===== config.mk =====
export PLATFORM = sky130hd
export DESIGN_NAME = mul_div_unit
export DESIGN_NICKNAME = d
export VERILOG_FILES = /design/src/rtl/mul_div_unit.sv
export SDC_FILE = /design/constraint.sdc
export NUM_CORES = 1
export LEC_CHECK = 0
export CAP_MARGIN = 10
export CORE_MARGIN = 2
export CORE_UTILIZATION = 57
export DETAILED_ROUTE_END_ITERATION = 12
export PLACE_DENSITY_LB_ADDON = 0.2
export SLEW_MARGIN = 25
export SYNTH_ARGS = -nofsm -noshare
export SYNTH_HDL_FRONTEND = slang
export SYNTH_SLANG_ARGS = --single-unit

===== constraint.sdc =====
create_clock -name clk -period 7.6 [get_ports clk]
set_input_delay 1.52 -clock clk [delete_from_list [all_inputs] [get_ports clk]]
set_output_delay 1.52 -clock clk [all_outputs]
set_load 0.03 [all_outputs]

===== src/rtl/mul_div_unit.sv =====
// Iterative 32-cycle multiply/divide unit producing the HI/LO pair.
// Define MULDIV_SIGNED_EN to enable signed MULT/DIV; otherwise they act as MULTU/DIVU.
module mul_div_unit (
    input  logic        clk,
    input  logic        rst,
    input  logic        start,
    input  logic [1:0]  op,
    input  logic [31:0] rs_data,
    input  logic [31:0] rt_data,
    input  logic        wr_hi,
    input  logic        wr_lo,
    input  logic [31:0] wr_data,
    output logic        busy,
    output logic        done,
    output logic [31:0] hi,
    output logic [31:0] lo
);

    typedef enum logic [1:0] {
        S_IDLE,
        S_MUL,
        S_DIV,
        S_FIN
    } state_t;

    state_t      r_state;
    state_t      w_next;
    logic [5:0]  r_cnt;
    logic [63:0] r_acc;
    logic [31:0] r_a;
    logic [31:0] r_rs_raw;
    logic        r_is_div;
    logic        r_dz;
    logic        r_done;
    logic [31:0] r_hi;
    logic [31:0] r_lo;

    logic [31:0] w_rs_mag;
    logic [31:0] w_rt_mag;

`ifdef MULDIV_SIGNED_EN
    logic r_neg_q;
    logic r_neg_r;
    logic w_sgn;
    logic w_rs_neg;
    logic w_rt_neg;

    assign w_sgn    = ~op[0];
    assign w_rs_neg = w_sgn & rs_data[31];
    assign w_rt_neg = w_sgn & rt_data[31];
    assign w_rs_mag = w_rs_neg ? -rs_data : rs_data;
    assign w_rt_mag = w_rt_neg ? -rt_data : rt_data;
`else
    logic w_unused_op0;

    assign w_unused_op0 = op[0];
    assign w_rs_mag     = rs_data;
    assign w_rt_mag     = rt_data;
`endif

    // Shift-add step: multiplier sits in the low half and drains out the bottom.
    logic [32:0] w_add;
    logic [63:0] w_mul_nxt;

    assign w_add     = {1'b0, r_acc[63:32]} + {1'b0, (r_acc[0] ? r_a : 32'd0)};
    assign w_mul_nxt = {w_add, r_acc[31:1]};

    // Restoring step: 33-bit trial subtract of the shifted remainder.
    logic [33:0] w_diff;
    logic        w_fit;
    logic [63:0] w_div_nxt;

    assign w_diff    = {1'b0, r_acc[63:31]} - {2'b00, r_a};
    assign w_fit     = ~w_diff[33];
    assign w_div_nxt = {(w_fit ? w_diff[31:0] : r_acc[62:31]), r_acc[30:0], w_fit};

    logic [63:0] w_prod;
    logic [31:0] w_quo;
    logic [31:0] w_rem;
    logic [31:0] w_res_hi;
    logic [31:0] w_res_lo;

    always_comb begin
        w_prod = r_acc;
        w_quo  = r_acc[31:0];
        w_rem  = r_acc[63:32];
`ifdef MULDIV_SIGNED_EN
        if (r_neg_q) begin
            w_prod = -r_acc;
            w_quo  = -r_acc[31:0];
        end
        if (r_neg_r) begin
            w_rem = -r_acc[63:32];
        end
`endif
        if (!r_is_div) begin
            w_res_hi = w_prod[63:32];
            w_res_lo = w_prod[31:0];
        end else if (r_dz) begin
            w_res_hi = r_rs_raw;
            w_res_lo = 32'hFFFF_FFFF;
        end else begin
            w_res_hi = w_rem;
            w_res_lo = w_quo;
        end
    end

    always_comb begin
        w_next = r_state;
        unique case (r_state)
            S_IDLE: if (start) w_next = op[1] ? S_DIV : S_MUL;
            S_MUL:  if (r_cnt == 6'd31) w_next = S_FIN;
            S_DIV:  if (r_cnt == 6'd31) w_next = S_FIN;
            S_FIN:  w_next = S_IDLE;
            default: w_next = S_IDLE;
        endcase
    end

    always_ff @(posedge clk or posedge rst) begin
        if (rst) begin
            r_state <= S_IDLE;
        end else begin
            r_state <= w_next;
        end
    end

    always_ff @(posedge clk or posedge rst) begin
        if (rst) begin
            r_cnt    <= 6'd0;
            r_acc    <= 64'd0;
            r_a      <= 32'd0;
            r_rs_raw <= 32'd0;
            r_is_div <= 1'b0;
            r_dz     <= 1'b0;
            r_done   <= 1'b0;
            r_hi     <= 32'd0;
            r_lo     <= 32'd0;
`ifdef MULDIV_SIGNED_EN
            r_neg_q  <= 1'b0;
            r_neg_r  <= 1'b0;
`endif
        end else begin
            r_done <= 1'b0;
            unique case (r_state)
                S_IDLE: begin
                    if (start) begin
                        r_cnt    <= 6'd0;
                        r_a      <= op[1] ? w_rt_mag : w_rs_mag;
                        r_acc    <= {32'd0, (op[1] ? w_rs_mag : w_rt_mag)};
                        r_is_div <= op[1];
                        r_dz     <= (rt_data == 32'd0);
                        r_rs_raw <= rs_data;
`ifdef MULDIV_SIGNED_EN
                        r_neg_q  <= w_rs_neg ^ w_rt_neg;
                        r_neg_r  <= w_rs_neg;
`endif
                    end else begin
                        if (wr_hi) r_hi <= wr_data;
                        if (wr_lo) r_lo <= wr_data;
                    end
                end
                S_MUL: begin
                    r_acc <= w_mul_nxt;
                    r_cnt <= r_cnt + 6'd1;
                end
                S_DIV: begin
                    r_acc <= w_div_nxt;
                    r_cnt <= r_cnt + 6'd1;
                end
                S_FIN: begin
                    r_hi   <= w_res_hi;
                    r_lo   <= w_res_lo;
                    r_done <= 1'b1;
                    r_cnt  <= 6'd0;
                end
                default: ;
            endcase
        end
    end

    assign busy = (r_state != S_IDLE);
    assign done = r_done;
    assign hi   = r_hi;
    assign lo   = r_lo;

endmodule


; Yosys cells after proc, flatten, opt, wreduce, memory -nomap -nowiden
; Cells that the tools add are included.
[op_classes]
n_eq_ne = 9
mux = 23
n_addsub = 3
n_bitwise = 1
reduce_logical = 11
[ops]
columns = op, n
row1 = $mux W32, 12
row2 = $pmux W64 S3, 1
row3 = $pmux W32 S2, 2
row4 = $mux W64, 1
row5 = $sub A33 B32 Y34, 1
row6 = $add A32 B32 Y33, 1
row7 = $logic_not A32 Y1, 1
row8 = $pmux W6 S3, 1
row9 = $ne A2 B2 Y1 const B, 4
row10 = $add A6 B1 Y6 const B, 1
row11 = $eq A6 B5 Y1 const B, 1
row12 = $mux W2, 3
row13 = $mux W6, 1
row14 = $pmux W2 S3, 1
row15 = $reduce_and A2 Y1, 3
row16 = $reduce_and A3 Y1, 2
row17 = $eq A2 B2 Y1 const B, 2
row18 = $reduce_bool A2 Y1, 2
row19 = $reduce_bool A3 Y1, 1
row20 = $eq A2 B1 Y1 const B, 1
row21 = $logic_not A2 Y1, 1
row22 = $ne A2 B1 Y1 const B, 1
row23 = $reduce_or A2 Y1, 1
row24 = $mux W1, 1
row25 = $not A1 Y1, 1
[totals]
reg_bits = 203
word_cells = 57
output_inout_bits = 66

; Longest topological paths before layout
; Gate-level depths: netlist (run 1).
[logic_depth]
word_depth = 4
ltp_mapped = 14

; Least setup slack after synthesis (run 1)
; OpenSTA, ideal clock, no wires.
[synth_timing]
path_type = register to register
from = register r_acc[0]
to = register r_acc[57]
path_buffers = 1
setup_time_ns = 0.126
path_slack_ns = 4.326
period_less_slack_ns = 3.274
stages_incl_launch_ff = 15
arrival_ns = 3.148
cell_sequence = dfrtp_1 -> clkbuf_1 -> and2_1 -> ha_1 -> inv_1 -> fa_1 -> nor2b_1 -> o31a_1 -> o31a_1 -> nor3_1 -> o31a_1 -> o31ai_1 -> a311oi_1 -> xnor2_1 -> a221o_1
[synth_via]
elab_chain_len = 3
[synth_rtl]
columns = item, line
row1 = "start, declared", 29  ; logic [63:0] r_acc;
row2 = "start signal, assigned", 149  ; r_acc <= {32'd0, (op[1] ? w_rs_mag : w_rt_mag)};
row3 = "start signal, assigned", 163  ; r_acc <= w_mul_nxt;
row4 = "start signal, assigned", 167  ; r_acc <= w_div_nxt;
row5 = $mux W32, 65  ; assign w_add = {1'b0, r_acc[63:32]} + {1'b0, (r_acc[0] ? r_a : 32'd0)};
row6 = $add A32 B32 Y33, 65
row7 = $pmux W64 S3, 144  ; unique case (r_state)
; Every way passes these cells.
; A chain may end at the register's enable or synchronous reset.

; Worst setup path after layout (run 1)
; Same ends and word-level chain as after synthesis.

==> qor.csv, run 1 <==
stage,metric,value,unit
status,status,finished clean,
setup_path,R2R Setup Slk,3.61,ns
placed_design,GP Congestion,0.930,
drt,1st-pass router iterations,7,
power,Leak,7.12,nW
layout,non-filler instance count after layout,2062,
setup_path,Max stage delay on crit path,0.73,ns
yosys,area share of and/or/nand/nor cells after synthesis,0.162,
global_routing,number of antenna violations at the first check in global routing,6,
yosys,mapped cell area,0.0137,mm²
die,Die ar.,0.0254,mm²
yosys,Gate Count Post-Synth,1621,
setup_path,Worst Path Max Fanout,35,
setup_path,kind of critical path,flip-flop to flip-flop,
worst_hold_path,Min-Delay Endpoint,hi[3]$_DFFE_PP0P_,
yosys,mux cell area share after synthesis,0.0911,
yosys,main combinational cell family by area after synthesis,compound AO/OA/AOI/OAI gates,
timing,max frequency,0.251,GHz
die,core box area,0.0235,mm²
yosys,Syn Area/Cell,8.47,µm²
setup_path,largest delay contributor family on the critical path,compound AO/OA/AOI/OAI gates,
cts,Hold Buf Count CTS,0,
setup_path,worst reg2reg startpoint,r_acc[0]$_DFFE_PP0P_,
cts,CTS sink count,203,
setup_path,"Cell Chain, Critical Path",and2_1 > ha_1 > inv_1 > fa_1 > nor2b_1 > o31a_1 > o31a_1 > nor3_1 > o31a_1 > o31ai_1 > a311oi_1 > xnor2_1 > a221o_1,
global_routing,first-pass GRT wire length,66800,µm
drt,Avg Vias per Cell,6.20,
yosys,sequential share of the synthesized area,0.370,
setup_path,WP buf/inv,1,
yosys,Post-Synth XOR/XNOR Area,0.0319,
cts,Post-CTS Resized,0,
timing,Slew Limit Fails,0,
drt,Final ANT Viol Nets,0,
timing,Fin. Hold Viols,0,
die,# rows,56,
timing,final hold slack,0.478,ns
worst_hold_path,Min-Delay Path Depth,2,
die,Die W,159,µm
power,sequential share of power,0.278,
worst_hold_path,hold path startpoint,hi[3]$_DFFE_PP0P_,
power,Internal,3.87,mW
yosys,Synth Area in Compound Gates,0.236,
global_routing,gr usage total,0.324,
yosys,Synth Warn #,0,
timing,count of final setup violators,0,
power,P_sw,3.48,mW
timing,Clock Skews,0.0199,ns
setup_path,CP startpoint kind,flip-flop,
drt,DRT iter0 DRCs,1087,
layout,most frequent cells in the layout,"266 x nand2_1, 220 x o21ai_0, 202 x dfrtp_1",
layout,design area,0.0163,mm²
placed_design,# port buffers,167,
placed_design,placed instance area,0.0155,mm²
timing,TNS Setup,0,ns
layout,Layout fillers,1935,
yosys,number of enable flip-flop cells after synthesis,0,
drt,drt drc,0,
layout,Syn-to-layout area delta,19.0,%
timing,RSZ-0062 raised after global routing,no,
yosys,Post-synth ARST share,1.00,
cts,"Clk Latency, worst-skew pair",0.52,ns
die,Vert. Die Dim,159,µm
placed_design,DP HPWL,29900,µm
layout,Nets,1898,
cts,root buf cell,clkbuf_16,
setup_path,slowest cell on the critical path,dfrtp_2,
cts,Setup Buffers After CTS,0,
power,Clock Power Share,0.154,
cts,Clock Path Buffers,3,
timing,final worst path period need,3.99,ns
yosys,Synth Area in Adders,0.0658,
power,Worst VDD drop,0.370,mV
power,Sw Share,0.474,
drt,via count,12800,
yosys,register bit total from synthesis,203,
timing,fin crit share,0.525,
die,I/O pin total,169,
global_routing,GRT Residual Overflow,0,
power,Power Total,7.35,mW
timing,Slew HR,0.341,
worst_hold_path,HP Class,flip-flop to flip-flop,
flow_run,number of max-cap violations,0,
yosys,post-synthesis net count,1795,
setup_path,Worst Path Arrival,4.38,ns
setup_path,worst r2r dst,r_acc[57]$_DFFE_PP0P_,
setup_path,"Req. time, crit path",7.99,ns
cts,clk slew on worst S/H paths,0.06,ns
power,combinational power share,0.568,
setup_path,Worst setup EP type,flip-flop,
yosys,ys flop type,dfrtp_1,
cts,CTS tree,done,
layout,share of cells above drive strength 1,0.0782,
timing,Worst-Margin Slew,0.989,ns
setup_path,CP most frequent cell,o31a_1,
setup_path,r2r worst-path depth,13,
placed_design,DP Cell Count,2017,
cts,htree depth,1,
global_routing,vias in the first global route,12200,
drt,DR WL/cell,20.1,µm
layout,"most common cell after layout, fill and taps aside",nand2_1,
die,initial core utilization,0.583,
global_routing,largest net degree at the start of global routing,140,
drt,drt total wl,41500,µm
yosys,Netlist cell types,69,
cts,Num CTS Buffers,24,
power,pwr/cell area,450,mW/mm²
-- worst reg2reg max path: stages (launching register included) --
cell	delay, ns
dfrtp_2	0.73
and2_1	0.21
ha_1	0.19
inv_1	0.06
fa_1	0.41
nor2b_1	0.16
o31a_1	0.19
o31a_1	0.19
nor3_1	0.08
o31a_1	0.38
o31ai_1	0.56
a311oi_1	0.23
xnor2_1	0.17
a221o_1	0.30
-- layer usage --
layer,GRT usage,part of all wire,up-vias
met5,0,0.00055,-
met4,0.0880,0.025,4
met3,0.0612,0.087,58
met2,0.480,0.43,532
met1,0.487,0.46,6160
li1,-,-,6032
-- power groups by stage --
stage                     combinational, mW  sequential [mW]  clock, mW
after floorplan                        2.70             2.18          0
after global placement                 4.01             2.01          0
after detailed placement               4.11             2.02          0
after CTS                              4.14             2.02       1.14
after global routing                   4.60             2.09       1.19
final                                  4.18             2.04       1.13
-- state kept, by name, indices dropped and copies added (netlist names) --
name,flops
r_acc,64
hi,32
lo,32
r_a,32
r_rs_raw,32
r_cnt,6
r_state,2
done,1
r_dz,1
r_is_div,1
-- cells in the mapped netlist (all sizes together), types with 4 or more instances --
library cell / number / area, µm²
nand2: 267 / 1000
nor4: 11 / 68.8
a21oi: 92 / 475
a221o: 8 / 81.3
and2: 40 / 251
o21bai: 5 / 37.5
dfrtp: 203 / 5080
ha: 69 / 863
o31ai: 9 / 67.6
inv: 49 / 184
a31oi: 5 / 31.3
nor2: 78 / 293
o21a: 14 / 105
xor2: 22 / 193
nor3: 8 / 40.0
xnor2: 28 / 245
a21o: 31 / 236
buf: 16 / 78.8
nand2b: 11 / 68.8
o211ai: 14 / 105
o22ai: 36 / 225
o21ai: 220 / 1100
o221ai: 8 / 70.1
nand3: 42 / 210
mux2i: 53 / 531
and3: 15 / 95.1
nor2b: 8 / 50.1
a22oi: 49 / 368
a211oi: 11 / 82.6
clkbuf: 88 / 342
or3: 4 / 26.3
nand4: 9 / 56.3
mux2: 64 / 721
-- stage by stage --
| stage | worst slack, ns | util |
|---|---|---|
| floorplan | 0.541 | - |
| global placement | 3.35 | 0.660 |
| detailed placement | 3.29 | 0.660 |
| CTS | 3.33 | 0.693 |
| global route | 3.43 | 0.694 |
| finish | 3.61 | 0.694 |
-- final cells by class --
| type | instances | area, µm² | share of cell area |
|---|---|---|---|
| multi-input combinational | 1265 | 8110 | 0.497 |
| sequential | 203 | 5080 | 0.311 |
| timing repair buffer | 181 | 1770 | 0.109 |
| clock buffer | 36 | 707 | 0.0433 |
| tap | 319 | 399 | 0.0244 |
| inverter | 49 | 196 | 0.0120 |
| clock inverter | 6 | 61.3 | 0.00375 |
| antenna | 3 | 7.51 | 0.000459 |
-- cell families after synthesis --
logic type	Yosys count
XOR/XNOR	50
AO/OA/AOI/OAI	527
flip-flops	203
adder cells (fa/ha/maj)	71
buffers and inverters	153
multiplexers	117
AND/OR/NAND/NOR	500
-- worst max path at each step --
stage,start,end,cells after the start
floorplan,rst,done$_DFF_PP0_,1
global placement,start,r_acc[63]$_DFFE_PP0P_,8
detailed placement,start,r_acc[63]$_DFFE_PP0P_,8
CTS,r_acc[0]$_DFFE_PP0P_,r_acc[57]$_DFFE_PP0P_,13
global route,r_acc[0]$_DFFE_PP0P_,r_acc[57]$_DFFE_PP0P_,13
finish,r_acc[0]$_DFFE_PP0P_,r_acc[57]$_DFFE_PP0P_,13
(Power assumes the default switching activity.)
==> inputs of run 2 (changes only) <==
- clock period: 7.6 -> 3.8 ns (I/O delays scaled with it)
==> qor.csv, run 2 (synthesized netlist as in run 1, its figures left out) <==
stage,metric,value,unit,change
die,Vert. Die Dim,159,µm,unchanged
die,Die W,159,µm,unchanged
drt,drt total wl,41500,µm,about the same
timing,TNS Setup,0,ns,unchanged
cts,htree depth,1,,unchanged
setup_path,worst reg2reg startpoint,r_acc[0]$_DFFE_PP0P_,,
cts,Clock Path Buffers,3,,unchanged
power,Worst VDD drop,0.623,mV,+68%
layout,"most common cell after layout, fill and taps aside",nand2_1,,
global_routing,vias in the first global route,12200,,unchanged
layout,share of cells above drive strength 1,0.0889,,+0.0107
global_routing,GRT Residual Overflow,0,,unchanged
drt,Final ANT Viol Nets,0,,unchanged
die,core box area,0.0235,mm²,unchanged
setup_path,R2R Setup Slk,0.24,ns,-3.37 ns
drt,via count,12900,,+0.54%
timing,Slew Limit Fails,0,,unchanged
timing,Fin. Hold Viols,0,,unchanged
setup_path,worst r2r dst,r_acc[62]$_DFFE_PP0P_,,
cts,Post-CTS Resized,0,,unchanged
cts,"Clk Latency, worst-skew pair",0.52,ns,about the same
worst_hold_path,HP Class,flip-flop to flip-flop,,
setup_path,Worst setup EP type,flip-flop,,
power,Leak,7.21,nW,+1.3%
drt,1st-pass router iterations,6,,-1
drt,DR WL/cell,20.0,µm,-0.76%
placed_design,placed instance area,0.0157,mm²,+1.2%
setup_path,CP Launch Point,r_acc[0]$_DFFE_PP0P_,,
timing,Clock Skews,0.0168,ns,-0.00307 ns
die,Die ar.,0.0254,mm²,unchanged
die,initial core utilization,0.583,,unchanged
cts,Setup Buffers After CTS,0,,unchanged
timing,count of final setup violators,0,,unchanged
global_routing,number of antenna violations at the first check in global routing,5,,-1
drt,Avg Vias per Cell,6.19,,-0.14%
status,status,finished clean,,
global_routing,largest net degree at the start of global routing,100,,-29%
setup_path,"Req. time, crit path",4.17,ns,-3.82 ns
placed_design,pre-CTS setup slack,0.159,ns,-3.13 ns
layout,final core utilization,0.700,,+0.00632
drt,drt drc,0,,unchanged
layout,design area,0.0165,mm²,+0.91%
placed_design,DP HPWL,30500,µm,+1.8%
layout,Syn-to-layout area delta,20.1,%,
layout,Nets,1915,,+0.90%
timing,max frequency,0.281,GHz,+12%
setup_path,kind of critical path,flip-flop to flip-flop,,
timing,final hold slack,0.482,ns,+0.00433 ns
flow_run,number of max-cap violations,0,,unchanged
layout,non-filler instance count after layout,2076,,+0.68%
timing,final worst path period need,3.56,ns,-0.430 ns
die,# rows,56,,unchanged
layout,largest reg by FF count,r_acc,,
cts,clk slew on worst S/H paths,0.06,ns,about the same
setup_path,Worst Path Arrival,3.93,ns,-0.45 ns
die,I/O pin total,169,,unchanged
setup_path,Worst Path Max Fanout,15,,-57%
global_routing,first-pass GRT wire length,66300,µm,-0.68%
timing,fin crit share,0.936,,+0.411
cts,Hold Buf Count CTS,0,,unchanged
timing,Worst-Margin Slew,0.981,ns,-0.00736 ns
timing,final worst slack,0.244,ns,-3.37 ns
placed_design,# port buffers,167,,unchanged
setup_path,CP startpoint kind,flip-flop,,
power,pwr/cell area,900,mW/mm²,+100%
power,Power Total,14.8,mW,+100%
placed_design,GP Congestion,0.949,,+2.0%
setup_path,r2r worst-path depth,12,,-1
layout,flip-flop count of the largest register after layout,64,,unchanged
placed_design,DP Cell Count,2036,,+0.94%
cts,CTS tree,done,,
cts,root buf cell,clkbuf_16,,
cts,CTS sink count,203,,unchanged
cts,Num CTS Buffers,22,,-8.3%
timing,Slew HR,0.346,,+0.00490
layout,most frequent cells in the layout,"265 x nand2_1, 220 x o21ai_0, 203 x dfrtp_1",,
setup_path,CP endpoint,r_acc[62]$_DFFE_PP0P_,,
global_routing,gr usage total,0.322,,-0.00195
drt,DRT iter0 DRCs,1145,,+5.3%
==> run 2: changes by cell type in the layout (fill, tap and decap cells not counted), sizes merged <==
cell,delta
clkbuf,-8
bufinv,+2
clkinvlp,+3
clkinv,-1
buf,+19
diode,-1
==> run 2: worst max-delay path, stage by stage, from the launching register on <==
cell	delay, ns
dfrtp_1	0.51
buf_4	0.24
and2_1	0.16
ha_1	0.36
nand4_1	0.19
nor2_1	0.06
a2111oi_1	0.55
o31ai_2	0.23
a21oi_1	0.19
o21ai_0	0.17
a211oi_1	0.41
mux2i_1	0.23
o211ai_1	0.10
==> run 2: where the power goes <==
part           switching, mW  internal, mW
logic                   5.18          3.40
clock network          0.897          1.33
registers              0.888          3.15
==> run 2: area by class of cell <==
class                   instances  area (µm²)
diodes                          2        5.00
clock buffers                  28         604
clock inverters                10         133
fillers                      1928        7050
inverters                      49         188
multi-input cells            1265        8110
flip-flops and latches        203        5080
well taps                     319         399
repair buffers                200        1970
==> run 2: per-layer routing <==
| layer | GRT usage | up-vias | routed length (µm) |
|---|---|---|---|
| met1 | 0.482 | 6139 | 18600 |
| li1 | - | 6065 | - |
| met2 | 0.472 | 569 | 17900 |
| met4 | 0.100 | 6 | 1250 |
| met3 | 0.0617 | 76 | 3720 |
| met5 | 0 | - | 40 |
==> run 2: worst min path at each step <==
stage,cells past startpoint,startpoint,slack [ns],end
floorplan,2,r_dz$_DFFE_PP0P_,0.46,r_dz$_DFFE_PP0P_
detailed placement,2,hi[15]$_DFFE_PP0P_,0.47,hi[15]$_DFFE_PP0P_
global placement,2,hi[0]$_DFFE_PP0P_,0.47,hi[0]$_DFFE_PP0P_
finish,2,hi[27]$_DFFE_PP0P_,0.48,hi[27]$_DFFE_PP0P_
global route,2,hi[18]$_DFFE_PP0P_,0.51,hi[18]$_DFFE_PP0P_
CTS,2,hi[28]$_DFFE_PP0P_,0.49,hi[28]$_DFFE_PP0P_
==> inputs of run 3 (changes only) <==
- TNS_END_PERCENT: not set -> 1
==> results of run 3 <==
No change in the layout: final DEF, timing and power equal those of run 2.
